--- src/rtl/pe_io_pkg.sv ---
// pe_io_pkg: shared widths, direction enum and error bit map
// for the PE I/O front-end and its width-converting FIFOs.
package pe_io_pkg;

    typedef enum logic {
        DIR_UNPACK = 1'b0,
        DIR_PACK   = 1'b1
    } pack_dir_e;

    localparam int ERR_IFMAP  = 0;
    localparam int ERR_FILTER = 1;
    localparam int ERR_IPSUM  = 2;
    localparam int ERR_OPSUM  = 3;
    localparam int ERR_W      = 4;

    localparam int MIN_PACK = 1;
    localparam int MAX_PACK = 16;

    function automatic int lane_w(input int pack);
        return (pack > 1) ? $clog2(pack) : 1;
    endfunction

    function automatic int ptr_w(input int depth);
        return (depth > 1) ? $clog2(depth) : 1;
    endfunction

    function automatic int cnt_w(input int depth);
        return $clog2(depth) + 1;
    endfunction

    function automatic bit pack_ok(input int pack);
        return (pack >= MIN_PACK) && (pack <= MAX_PACK);
    endfunction

endpackage

--- src/rtl/pe_pack_fifo.sv ---
// pe_pack_fifo: packet FIFO with a pixel-side lane converter.
// DIR_UNPACK: pkt_in/pkt_push -> pix_out/pix_out_valid/pix_out_ready.
// DIR_PACK:   pix_in/pix_in_valid/pix_in_last/pix_in_ready -> pkt_out/pkt_pop.
// Common: clk, reset (sync, high), enable, flush, full, empty, count,
// partial (lane counter non-zero).
module pe_pack_fifo
    import pe_io_pkg::*;
#(
    parameter int        DATA_WIDTH = 16,
    parameter int        PACK       = 4,
    parameter int        DEPTH      = 8,
    parameter pack_dir_e DIR        = DIR_UNPACK,
    localparam int       PW         = PACK * DATA_WIDTH,
    localparam int       CW         = cnt_w(DEPTH)
) (
    input  logic                  clk,
    input  logic                  reset,
    input  logic                  enable,
    input  logic                  flush,
    input  logic [PW-1:0]         pkt_in,
    input  logic                  pkt_push,
    output logic [PW-1:0]         pkt_out,
    input  logic                  pkt_pop,
    input  logic [DATA_WIDTH-1:0] pix_in,
    input  logic                  pix_in_valid,
    input  logic                  pix_in_last,
    output logic                  pix_in_ready,
    output logic [DATA_WIDTH-1:0] pix_out,
    output logic                  pix_out_valid,
    input  logic                  pix_out_ready,
    output logic                  full,
    output logic                  empty,
    output logic [CW-1:0]         count,
    output logic                  partial
);

    localparam int LW = lane_w(PACK);
    localparam int AW = ptr_w(DEPTH);
    localparam logic [LW-1:0] LANE_LAST = LW'(PACK - 1);

    logic [PW-1:0] mem [DEPTH];
    logic [AW-1:0] wr_ptr;
    logic [AW-1:0] rd_ptr;
    logic [CW-1:0] cnt;
    logic [LW-1:0] lane;

    logic          do_wr;
    logic          do_rd;
    logic          step;
    logic          lane_wrap;
    logic [PW-1:0] wr_data;

    assign full    = (cnt == CW'(DEPTH));
    assign empty   = (cnt == '0);
    assign count   = cnt;
    assign partial = (lane != '0);

    if (DIR == DIR_UNPACK) begin : g_unpack
        logic [PACK-1:0][DATA_WIDTH-1:0] head;
        logic                            xfer;
        logic                            unused_in;

        assign head = mem[rd_ptr];

        always_comb begin
            pix_out = '0;
            for (int i = 0; i < PACK; i++) begin
                if (LW'(i) == lane) pix_out = head[i];
            end
        end

        assign xfer      = ~empty & pix_out_ready & enable & ~flush;
        assign step      = xfer;
        assign lane_wrap = (lane == LANE_LAST);
        assign do_rd     = xfer & lane_wrap;
        assign do_wr     = pkt_push & ~full & enable & ~flush;
        assign wr_data   = pkt_in;

        assign pix_out_valid = ~empty;
        assign pix_in_ready  = 1'b0;
        assign pkt_out       = '0;
        assign unused_in = ^{pkt_pop, pix_in, pix_in_valid, pix_in_last};
    end else begin : g_pack
        logic [PACK-1:0][DATA_WIDTH-1:0] pack_reg;
        logic [PACK-1:0][DATA_WIDTH-1:0] pack_nxt;
        logic                            accept;
        logic                            unused_in;

        // Lanes above the current one stay zero because the register
        // is cleared on every commit, which gives the zero padding.
        always_comb begin
            pack_nxt = pack_reg;
            for (int i = 0; i < PACK; i++) begin
                if (LW'(i) == lane) pack_nxt[i] = pix_in;
            end
        end

        assign accept    = pix_in_valid & ~full & enable & ~flush;
        assign step      = accept;
        assign lane_wrap = (lane == LANE_LAST) | pix_in_last;
        assign do_wr     = accept & lane_wrap;
        assign wr_data   = pack_nxt;
        assign do_rd     = pkt_pop & ~empty & enable & ~flush;

        always_ff @(posedge clk) begin
            if (reset) begin
                pack_reg <= '0;
            end else if (enable) begin
                if (flush) pack_reg <= '0;
                else if (accept) pack_reg <= lane_wrap ? '0 : pack_nxt;
            end
        end

        assign pkt_out       = mem[rd_ptr];
        assign pix_in_ready  = ~full;
        assign pix_out       = '0;
        assign pix_out_valid = 1'b0;
        assign unused_in = ^{pkt_in, pkt_push, pix_out_ready};
    end

    always_ff @(posedge clk) begin
        if (do_wr) mem[wr_ptr] <= wr_data;
    end

    always_ff @(posedge clk) begin
        if (reset) begin
            wr_ptr <= '0;
            rd_ptr <= '0;
            cnt    <= '0;
            lane   <= '0;
        end else if (enable) begin
            if (flush) begin
                wr_ptr <= '0;
                rd_ptr <= '0;
                cnt    <= '0;
                lane   <= '0;
            end else begin
                if (do_wr) wr_ptr <= wr_ptr + AW'(1);
                if (do_rd) rd_ptr <= rd_ptr + AW'(1);
                unique case ({do_wr, do_rd})
                    2'b10:   cnt <= cnt + CW'(1);
                    2'b01:   cnt <= cnt - CW'(1);
                    default: cnt <= cnt;
                endcase
                if (step) lane <= lane_wrap ? '0 : lane + LW'(1);
            end
        end
    end

endmodule

--- src/rtl/pe_io_frontend.sv ---
// pe_io_frontend: NoC <-> PE width-converting buffers (ifmap/filter/
// ipsum unpack, opsum pack), flush fan-out, busy and afull summary.
// Ports: clk, reset, enable, flush, busy; ifmap/filter/ipsum packet push
// with *_fifo_full; opsum packet pop with opsum_fifo_empty; PE-side
// *_pixel/*_valid/*_ready streams; opsum_last, opsum_afull.
// Optional PE_IO_ERR_EN adds sticky err[3:0] (ifmap, filter, ipsum, opsum-pop).
module pe_io_frontend
    import pe_io_pkg::*;
#(
    parameter int DATA_WIDTH         = 16,
    parameter int IFMAP_PACK         = 1,
    parameter int FILTER_PACK        = 4,
    parameter int PSUM_PACK          = 4,
    parameter int IFMAP_DEPTH        = 8,
    parameter int FILTER_DEPTH       = 8,
    parameter int PSUM_DEPTH         = 8,
    parameter int OPSUM_AFULL_MARGIN = 1
) (
    input  logic                              clk,
    input  logic                              reset,
    input  logic                              enable,
    input  logic                              flush,
    output logic                              busy,
`ifdef PE_IO_ERR_EN
    output logic [ERR_W-1:0]                  err,
`endif
    input  logic [IFMAP_PACK*DATA_WIDTH-1:0]  ifmap,
    input  logic                              push_ifmap,
    output logic                              ifmap_fifo_full,
    input  logic [FILTER_PACK*DATA_WIDTH-1:0] filter,
    input  logic                              push_filter,
    output logic                              filter_fifo_full,
    input  logic [PSUM_PACK*DATA_WIDTH-1:0]   ipsum,
    input  logic                              push_ipsum,
    output logic                              ipsum_fifo_full,
    output logic [PSUM_PACK*DATA_WIDTH-1:0]   opsum,
    input  logic                              pop_opsum,
    output logic                              opsum_fifo_empty,
    output logic [DATA_WIDTH-1:0]             ifmap_pixel,
    output logic                              ifmap_valid,
    input  logic                              ifmap_ready,
    output logic [DATA_WIDTH-1:0]             filter_pixel,
    output logic                              filter_valid,
    input  logic                              filter_ready,
    output logic [DATA_WIDTH-1:0]             ipsum_pixel,
    output logic                              ipsum_valid,
    input  logic                              ipsum_ready,
    input  logic [DATA_WIDTH-1:0]             opsum_pixel,
    input  logic                              opsum_valid,
    input  logic                              opsum_last,
    output logic                              opsum_ready,
    output logic                              opsum_afull
);

    localparam int IPW = IFMAP_PACK * DATA_WIDTH;
    localparam int FPW = FILTER_PACK * DATA_WIDTH;
    localparam int PPW = PSUM_PACK * DATA_WIDTH;
    localparam int ICW = cnt_w(IFMAP_DEPTH);
    localparam int FCW = cnt_w(FILTER_DEPTH);
    localparam int PCW = cnt_w(PSUM_DEPTH);

    logic           ifm_empty, flt_empty, ips_empty;
    logic           ops_partial;
    logic [PCW-1:0] ops_count;

    logic [IPW-1:0] ifm_pkt_nc;
    logic [FPW-1:0] flt_pkt_nc;
    logic [PPW-1:0] ips_pkt_nc;
    logic [ICW-1:0] ifm_cnt_nc;
    logic [FCW-1:0] flt_cnt_nc;
    logic [PCW-1:0] ips_cnt_nc;
    logic           ifm_rdy_nc, flt_rdy_nc, ips_rdy_nc;
    logic           ifm_part_nc, flt_part_nc, ips_part_nc;
    logic [DATA_WIDTH-1:0] ops_pix_nc;
    logic           ops_vld_nc, ops_full_nc;
    logic           unused_nc;

    pe_pack_fifo #(
        .DATA_WIDTH(DATA_WIDTH), .PACK(IFMAP_PACK),
        .DEPTH(IFMAP_DEPTH), .DIR(DIR_UNPACK)
    ) u_ifmap (
        .clk(clk), .reset(reset), .enable(enable), .flush(flush),
        .pkt_in(ifmap), .pkt_push(push_ifmap),
        .pkt_out(ifm_pkt_nc), .pkt_pop(1'b0),
        .pix_in('0), .pix_in_valid(1'b0), .pix_in_last(1'b0),
        .pix_in_ready(ifm_rdy_nc),
        .pix_out(ifmap_pixel), .pix_out_valid(ifmap_valid),
        .pix_out_ready(ifmap_ready),
        .full(ifmap_fifo_full), .empty(ifm_empty),
        .count(ifm_cnt_nc), .partial(ifm_part_nc)
    );

    pe_pack_fifo #(
        .DATA_WIDTH(DATA_WIDTH), .PACK(FILTER_PACK),
        .DEPTH(FILTER_DEPTH), .DIR(DIR_UNPACK)
    ) u_filter (
        .clk(clk), .reset(reset), .enable(enable), .flush(flush),
        .pkt_in(filter), .pkt_push(push_filter),
        .pkt_out(flt_pkt_nc), .pkt_pop(1'b0),
        .pix_in('0), .pix_in_valid(1'b0), .pix_in_last(1'b0),
        .pix_in_ready(flt_rdy_nc),
        .pix_out(filter_pixel), .pix_out_valid(filter_valid),
        .pix_out_ready(filter_ready),
        .full(filter_fifo_full), .empty(flt_empty),
        .count(flt_cnt_nc), .partial(flt_part_nc)
    );

    pe_pack_fifo #(
        .DATA_WIDTH(DATA_WIDTH), .PACK(PSUM_PACK),
        .DEPTH(PSUM_DEPTH), .DIR(DIR_UNPACK)
    ) u_ipsum (
        .clk(clk), .reset(reset), .enable(enable), .flush(flush),
        .pkt_in(ipsum), .pkt_push(push_ipsum),
        .pkt_out(ips_pkt_nc), .pkt_pop(1'b0),
        .pix_in('0), .pix_in_valid(1'b0), .pix_in_last(1'b0),
        .pix_in_ready(ips_rdy_nc),
        .pix_out(ipsum_pixel), .pix_out_valid(ipsum_valid),
        .pix_out_ready(ipsum_ready),
        .full(ipsum_fifo_full), .empty(ips_empty),
        .count(ips_cnt_nc), .partial(ips_part_nc)
    );

    pe_pack_fifo #(
        .DATA_WIDTH(DATA_WIDTH), .PACK(PSUM_PACK),
        .DEPTH(PSUM_DEPTH), .DIR(DIR_PACK)
    ) u_opsum (
        .clk(clk), .reset(reset), .enable(enable), .flush(flush),
        .pkt_in('0), .pkt_push(1'b0),
        .pkt_out(opsum), .pkt_pop(pop_opsum),
        .pix_in(opsum_pixel), .pix_in_valid(opsum_valid),
        .pix_in_last(opsum_last), .pix_in_ready(opsum_ready),
        .pix_out(ops_pix_nc), .pix_out_valid(ops_vld_nc),
        .pix_out_ready(1'b0),
        .full(ops_full_nc), .empty(opsum_fifo_empty),
        .count(ops_count), .partial(ops_partial)
    );

    // A half-built opsum packet counts as work in flight.
    assign busy = ~ifm_empty | ~flt_empty | ~ips_empty
                | ~opsum_fifo_empty | ops_partial;

    assign opsum_afull =
        (PSUM_DEPTH - int'(ops_count)) <= OPSUM_AFULL_MARGIN;

    assign unused_nc = ^{ifm_pkt_nc, flt_pkt_nc, ips_pkt_nc,
                         ifm_cnt_nc, flt_cnt_nc, ips_cnt_nc,
                         ifm_rdy_nc, flt_rdy_nc, ips_rdy_nc,
                         ifm_part_nc, flt_part_nc, ips_part_nc,
                         ops_pix_nc, ops_vld_nc, ops_full_nc};

`ifdef PE_IO_ERR_EN
    logic [ERR_W-1:0] err_set;

    assign err_set[ERR_IFMAP]  = push_ifmap  & ifmap_fifo_full  & enable;
    assign err_set[ERR_FILTER] = push_filter & filter_fifo_full & enable;
    assign err_set[ERR_IPSUM]  = push_ipsum  & ipsum_fifo_full  & enable;
    assign err_set[ERR_OPSUM]  = pop_opsum   & opsum_fifo_empty & enable;

    // Sticky until reset; flush deliberately leaves it alone.
    always_ff @(posedge clk) begin
        if (reset) err <= '0;
        else       err <= err | err_set;
    end
`endif

endmodule
--- config.mk ---
export PLATFORM = sky130hd
export DESIGN_NAME = pe_io_frontend
export DESIGN_NICKNAME = d
export VERILOG_FILES = /design/src/rtl/pe_io_pkg.sv /design/src/rtl/pe_pack_fifo.sv /design/src/rtl/pe_io_frontend.sv
export SDC_FILE = /design/constraint.sdc
export NUM_CORES = 2
export LEC_CHECK = 0
export BUFFER_PORTS_ARGS = -buffer_cell sky130_fd_sc_hd__buf_4
export CAP_MARGIN = 20
export CORE_MARGIN = 2
export CORE_UTILIZATION = 45
export CTS_BUF_LIST = sky130_fd_sc_hd__clkbuf_8 sky130_fd_sc_hd__clkbuf_16
export CTS_CLUSTER_DIAMETER = 60
export DETAILED_ROUTE_END_ITERATION = 6
export GPL_TIMING_DRIVEN = 0
export SYNTH_ARGS = -nofsm -noshare
export SYNTH_HDL_FRONTEND = slang
export SYNTH_SLANG_ARGS = --single-unit
--- constraint.sdc ---
create_clock -name clk -period 21.5 [get_ports clk]
set_input_delay 2.15 -clock clk [delete_from_list [all_inputs] [get_ports clk]]
set_output_delay 2.15 -clock clk [all_outputs]
set_load 0.005 [all_outputs]
# Word-level counts from Yosys, hierarchy flattened
# Memory sizes are Yosys's and may differ from the RTL's. A register that Yosys moved wholly into a read port is not among the register bits.
# Cells that the tools add are included.
# op_classes
n_addsub,21
reduce_logical,40
eq_ne,24
mux,68
n_bitwise,43
n_lt_le_gt_ge,1
# op_table
op,count
16-bit 2-to-1 mux,13
64-bit 2-to-1 mux,3
3-bit 2-to-1 mux,24
4-bit one-hot mux with 2 select lines,4
2-bit AND reduction,16
1-bit bitwise AND,28
2-bit nonzero test,13
3-bit by 1-bit adder with 3-bit output (second input constant),8
2-bit 2-to-1 mux,9
4-bit by 1-bit adder with 4-bit output (second input constant),4
4-bit equality test (second input constant),4
4-bit logical NOT,4
4-bit 2-to-1 mux,4
4-bit by 1-bit subtractor with 4-bit output (second input constant),4
2-bit equality test (second input constant),7
2-bit equality test (first input constant),6
3-bit nonzero test,4
1-bit 2-to-1 mux,11
1-bit inverter,10
2-bit by 1-bit equality test with 1-bit output (second input constant),4
2-bit by 1-bit adder with 2-bit output (second input constant),3
1-bit by 2-bit equality test with 1-bit output (first input constant),3
2-bit logical NOT,3
5-bit by 2-bit <= comparator with 1-bit output (second input constant),1
other kinds (3),7
# totals
mem_count,4
inputBits,173
ram_bits,1664
ff_bits,111
out_inout_bits,122
# memory_table
name,words,width,rd,rd_ports_with_merged_regs,wr,line_no,text
u_filter.mem,8,64,1,1,1,pe_pack_fifo.sv:41,logic [PW-1:0] mem [DEPTH];
u_ipsum.mem,8,64,1,1,1,pe_pack_fifo.sv:41,
u_opsum.mem,8,64,1,1,1,pe_pack_fifo.sv:41,
u_ifmap.mem,8,16,1,1,1,pe_pack_fifo.sv:41,

# Depth between registers and ports, before layout
# logic_depth
word_depth,10
ltp_mapped,12
ltp_nobuf,11

# Cells and area by module
# From an unflattened synthesis, not the netlist that was laid out.
# hier_totals
hier_cells,3451
area_unflattened_um2,70322.4
# modules_own_cells
mod,area_per_inst_um2,cells_per_inst,n_inst,seq_area_each_um2
pe_pack_fifo at u_filter ...,20763.7,997,2,15675.0
pe_pack_fifo at u_opsum,22988.3,1148,1,16956.3
pe_pack_fifo at u_ifmap,5706.7,293,1,4103.9
pe_io_frontend,100.1,16,1,0.0

# Least setup slack after synthesis
# No wires, ideal clock.
# synth_timing
kind,in2reg
start,input port enable
end,"memory u_filter.mem[4][0] (netlist name), enable pin"
path_stages,4
setup_slack_ns,13.285
arrival_time_ns,7.637
setup_time_ns,0.578
path_cell_list,clkbuf_2 nand3_1 or3_1 nor3b_1
# synth_between
elab_chain_len,4
# synth_rtl
element,line_no,text
"start, declared",pe_io_frontend.sv:21,"input logic enable,"
1-bit bitwise AND (2 in series),pe_pack_fifo.sv:76,assign do_wr = pkt_push & ~full & enable & ~flush;
1-bit 2-to-1 mux,pe_pack_fifo.sv:122,if (do_wr) mem[wr_ptr] <= wr_data;
1-bit 2-to-1 mux (implied by the code),pe_pack_fifo.sv:122,
"end, declared",pe_pack_fifo.sv:41,
# No other way between the ends.

==> flow_metrics.py <==
metrics = {
    "final_layout": {
        "layout_common_cells": "1664 x edfxtp_1, 416 x mux4_2, 299 x buf_4, 188 x clkbuf_16, 147 x mux2_2",
        "final_layout_size_suffix_gt1_share_pct": 34.1,
        "fin_nets": 4009,
        "utilization_pct": 53.6,
        "fillerInstances": 11862,
        "reg_top3": "u_filter.mem x512, u_ipsum.mem x512, u_opsum.mem x512",
        "fin_cells": 5997,
        "mostFrequentLayoutCell": "edfxtp_1",
        "area_grow_syn2layout_pct": 18.4,
        "area_of_the_multi_input_gates_um2": 15600,
        "area.sequential_um2": 52400,
    },
    "grt": {
        "grt.total_usage_pct": 21.0,
        "grt_pass1_vias": 34636,
        "grt_start_max_net_pins": 26,
        "grt_first_pass_wirelength_mm": 238,
        "grt_antenna_before_repair": 25,
        "globalRouteOverflowTotal": 0,
    },
    "timing": {
        "tightestPinTransition_ns": 1.09,
        "min_tclk_post_route_ns": 6.15,
        "report.final.hold_viol_count": 0,
        "post-route-period-util_pct": 28.6,
        "clock.fmax_mhz": 163,
        "clock-skew-final_ns": 0.0379,
        "slew_headroom_pct": 27.7,
        "setup_total_negative_slack_ns": 0,
        "final-max-slew-violation-count": 0,
        "rsz0062_at_grt": "false",
        "post-route-worst-setup-slack_ns": 15.35,
        "timing.final.setup_violations": 0,
    },
    "yosys": {
        "synth_compound_gate_area_share_pct": 3.10,
        "ys_dominant_reg_cell": "edfxtp_1",
        "synth_edf_count": 1664,
        "dominant_combinational_cell_family_by_area_after_synthesis": "multiplexers",
        "synthCells": 3197,
        "synth_mux_area_share_pct": 16.6,
        "synth_cell_type_count": 70,
        "synth-xor-area-share_pct": 0.166,
        "avgSynthCellArea_um2": 21.5,
        "yosys_warnings": 0,
        "ys_async_sr_fraction_pct": 0,
        "synth_fa_ha_area_share_pct": 0.557,
        "synth_seq_area_share_pct": 76.3,
        "synthesized_area_fraction_occupied_by_and_or_nand_nor_cells_pct": 2.02,
        "synth_seq_cells": 1786,
        "synth.net_count": 3400,
        "post_synth_instance_area_um2": 68700,
    },
    "worst_setup_path": {
        "critPathMaxStageDelay_ns": 0.64,
        "timing.critical_path.to_type": "output pin",
        "crit_path_top_delay_cell": "buf_1",
        "timing.critical_path.buf_inv": 4,
        "cpLargestDelayFamily": "buffers and inverters",
        "worstPathArrival_ns": 4.00,
        "setup.worst_path.class": "register to output pin",
        "worst_ep_required_time_ns": 19.35,
        "critPathMostFrequentCell": "buf_1",
        "crit_start_category": "register",
        "worstPathCellList": "buf_2 -> buf_1 -> buf_1 -> mux4_2 -> mux2i_1 -> a22oi_1 -> buf_4",
        "worst-path-max-fanout": 10,
    },
    "route": {
        "vias_per_cell": 5.66,
        "totalWireLength_mm": 164,
        "number_of_drc_markers_in_iteration_0": 2801,
        "routed-via-count": 33928,
        "post-route-drc-count": 0,
        "first_pass_iters": 5,
        "number_of_antenna_violating_nets_in_the_routed_design": 0,
        "drt-wirelength-per-cell_um": 27.3,
    },
    "cts": {
        "ctsRootBufferMaster": "clkbuf_16",
        "clk_pin_slew_ns": 0.06,
        "cts_tree": "yes",
        "cts_buffer_depth": 3,
        "post-cts-setup-buffers": 0,
        "holdBufCountCts": 0,
        "cts_max_level": 4,
        "insertion_delay_ns": 0.81,
        "cts_repair_resize_count": 0,
        "numClockSinks": 1786,
        "cts-buffers-inserted": 184,
    },
    "placement": {
        "dp.cells": 5650,
        "place_hpwl_mm": 110,
        "port-buffer-count": 293,
        "place_worst_setup_slack_ns": 16.12,
        "routabilityCongestion": 0.794,
    },
    "pwr": {
        "ir_drop_mv": 0.0745,
        "p_per_area_nw_per_um2": 86.2,
        "static_power_due_to_leakage_nw": 26.4,
    },
    "floorplan": {
        "floorplan.initialDensity_pct": 45.3,
        "top_level_i_o_count": 295,
        "design.core.area_um2": 152000,
        "design.die.area_um2": 156000,
        "row_count": 143,
        "chipHeight_um": 395,
        "die_w_um": 395,
    },
    "outcome": {
        "status": "completed",
    },
    "run": {
        "max_cap_violations": 0,
    },
    "hold_path": {
        "min-delay-path-class": "register to register",
    },
}
## worst paths after layout
path | from | end | slack, ns | depth (start not counted)
worst max-delay path | register | ipsum_pixel[3] | 15.35 | 7
worst min-delay path | u_opsum.g_pack.pack_reg[38] | u_opsum.g_pack.pack_reg[38] | 0.45 | 2
worst max register to register | u_opsum.lane[1] | u_opsum.mem[1][57] | 17.96 | 9
worst min register to register | u_opsum.g_pack.pack_reg[38] | u_opsum.g_pack.pack_reg[38] | 0.45 | 2
## stage by stage
step | power [mW] | hold WS [ns] | area [um^2]
finish | 7.01 | 0.450 | 81400
global placement | 4.04 | 0.435 | 73500
detailed placement | 4.04 | 0.441 | 75500
floorplan | 3.94 | 0.426 | 68700
CTS | 7.08 | 0.449 | 81300
global route | 7.22 | 0.465 | 81300
## synth_stat cells (6+ instances only)
master    instances  area (um^2)
mux2i_1          40          400
nand3_1          31          155
nor2b_1           7         43.8
a211oi_1         32          240
xnor2_1           6         52.6
ha_1             29          363
a22o_1           64          561
buf_2            48          240
nor3b_1          10         75.1
o21ai_0          14         70.1
nor3_1           12         60.1
inv_1            19         71.3
mux2_2          147         1660
edfxtp_1       1664        50000
a31oi_1           6         37.5
and2_1           21          131
xor2_1            7         61.3
nand2_1          47          176
a22oi_1          68          510
mux4_2          416         9370
nand2b_1         12         75.1
clkbuf_1        102          383
a21oi_1          71          355
nor2_1           96          360
dfxtp_1         122         2440
buf_1            20         75.1
## layout make-up
class	count	share of cell area [%]
buffer	179	0.980
antenna	5	0.0154
inverter	19	0.0877
sequential	1786	64.4
multi-input combinational	1213	19.2
timing repair buffer	423	4.99
clock buffer	189	5.80
tap	2030	3.12
clock inverter	153	1.36
## where the power goes
group	switching (mW)	internal [mW]	total [mW]	leakage, nW
combinational	0.101	0.0642	0.165	7.21
sequential	0.00459	3.80	3.80	16.1
clock	1.33	1.72	3.05	3.05
total	1.43	5.58	7.01	26.4
## worst register-to-register path, cell delays in order (launching register included)
cell      delay (ns)
dfxtp_1         0.40
ha_1            0.20
clkbuf_1        0.53
o2111a_1        0.40
nand2_1         0.25
nor3_2          0.67
buf_6           0.26
buf_6           0.19
buf_6           0.16
buf_6           0.17
## kinds of logic after synthesis
| group | after synthesis |
|---|---|
| mux | 603 |
| fa+ha+maj | 30 |
| flops | 1786 |
| simple gates | 273 |
| compound gates | 294 |
| xor+xnor | 13 |
| buf+inv | 198 |
## layer usage
metal	global-route usage (%)	vias up	routed length, um
met5	0	-	260
met4	5.85	40	3570
met3	5.27	264	11700
met2	33.5	995	79200
met1	28.9	17987	69100
li1	-	14642	-
No activity file was read; power rests on OpenSTA's default activity.
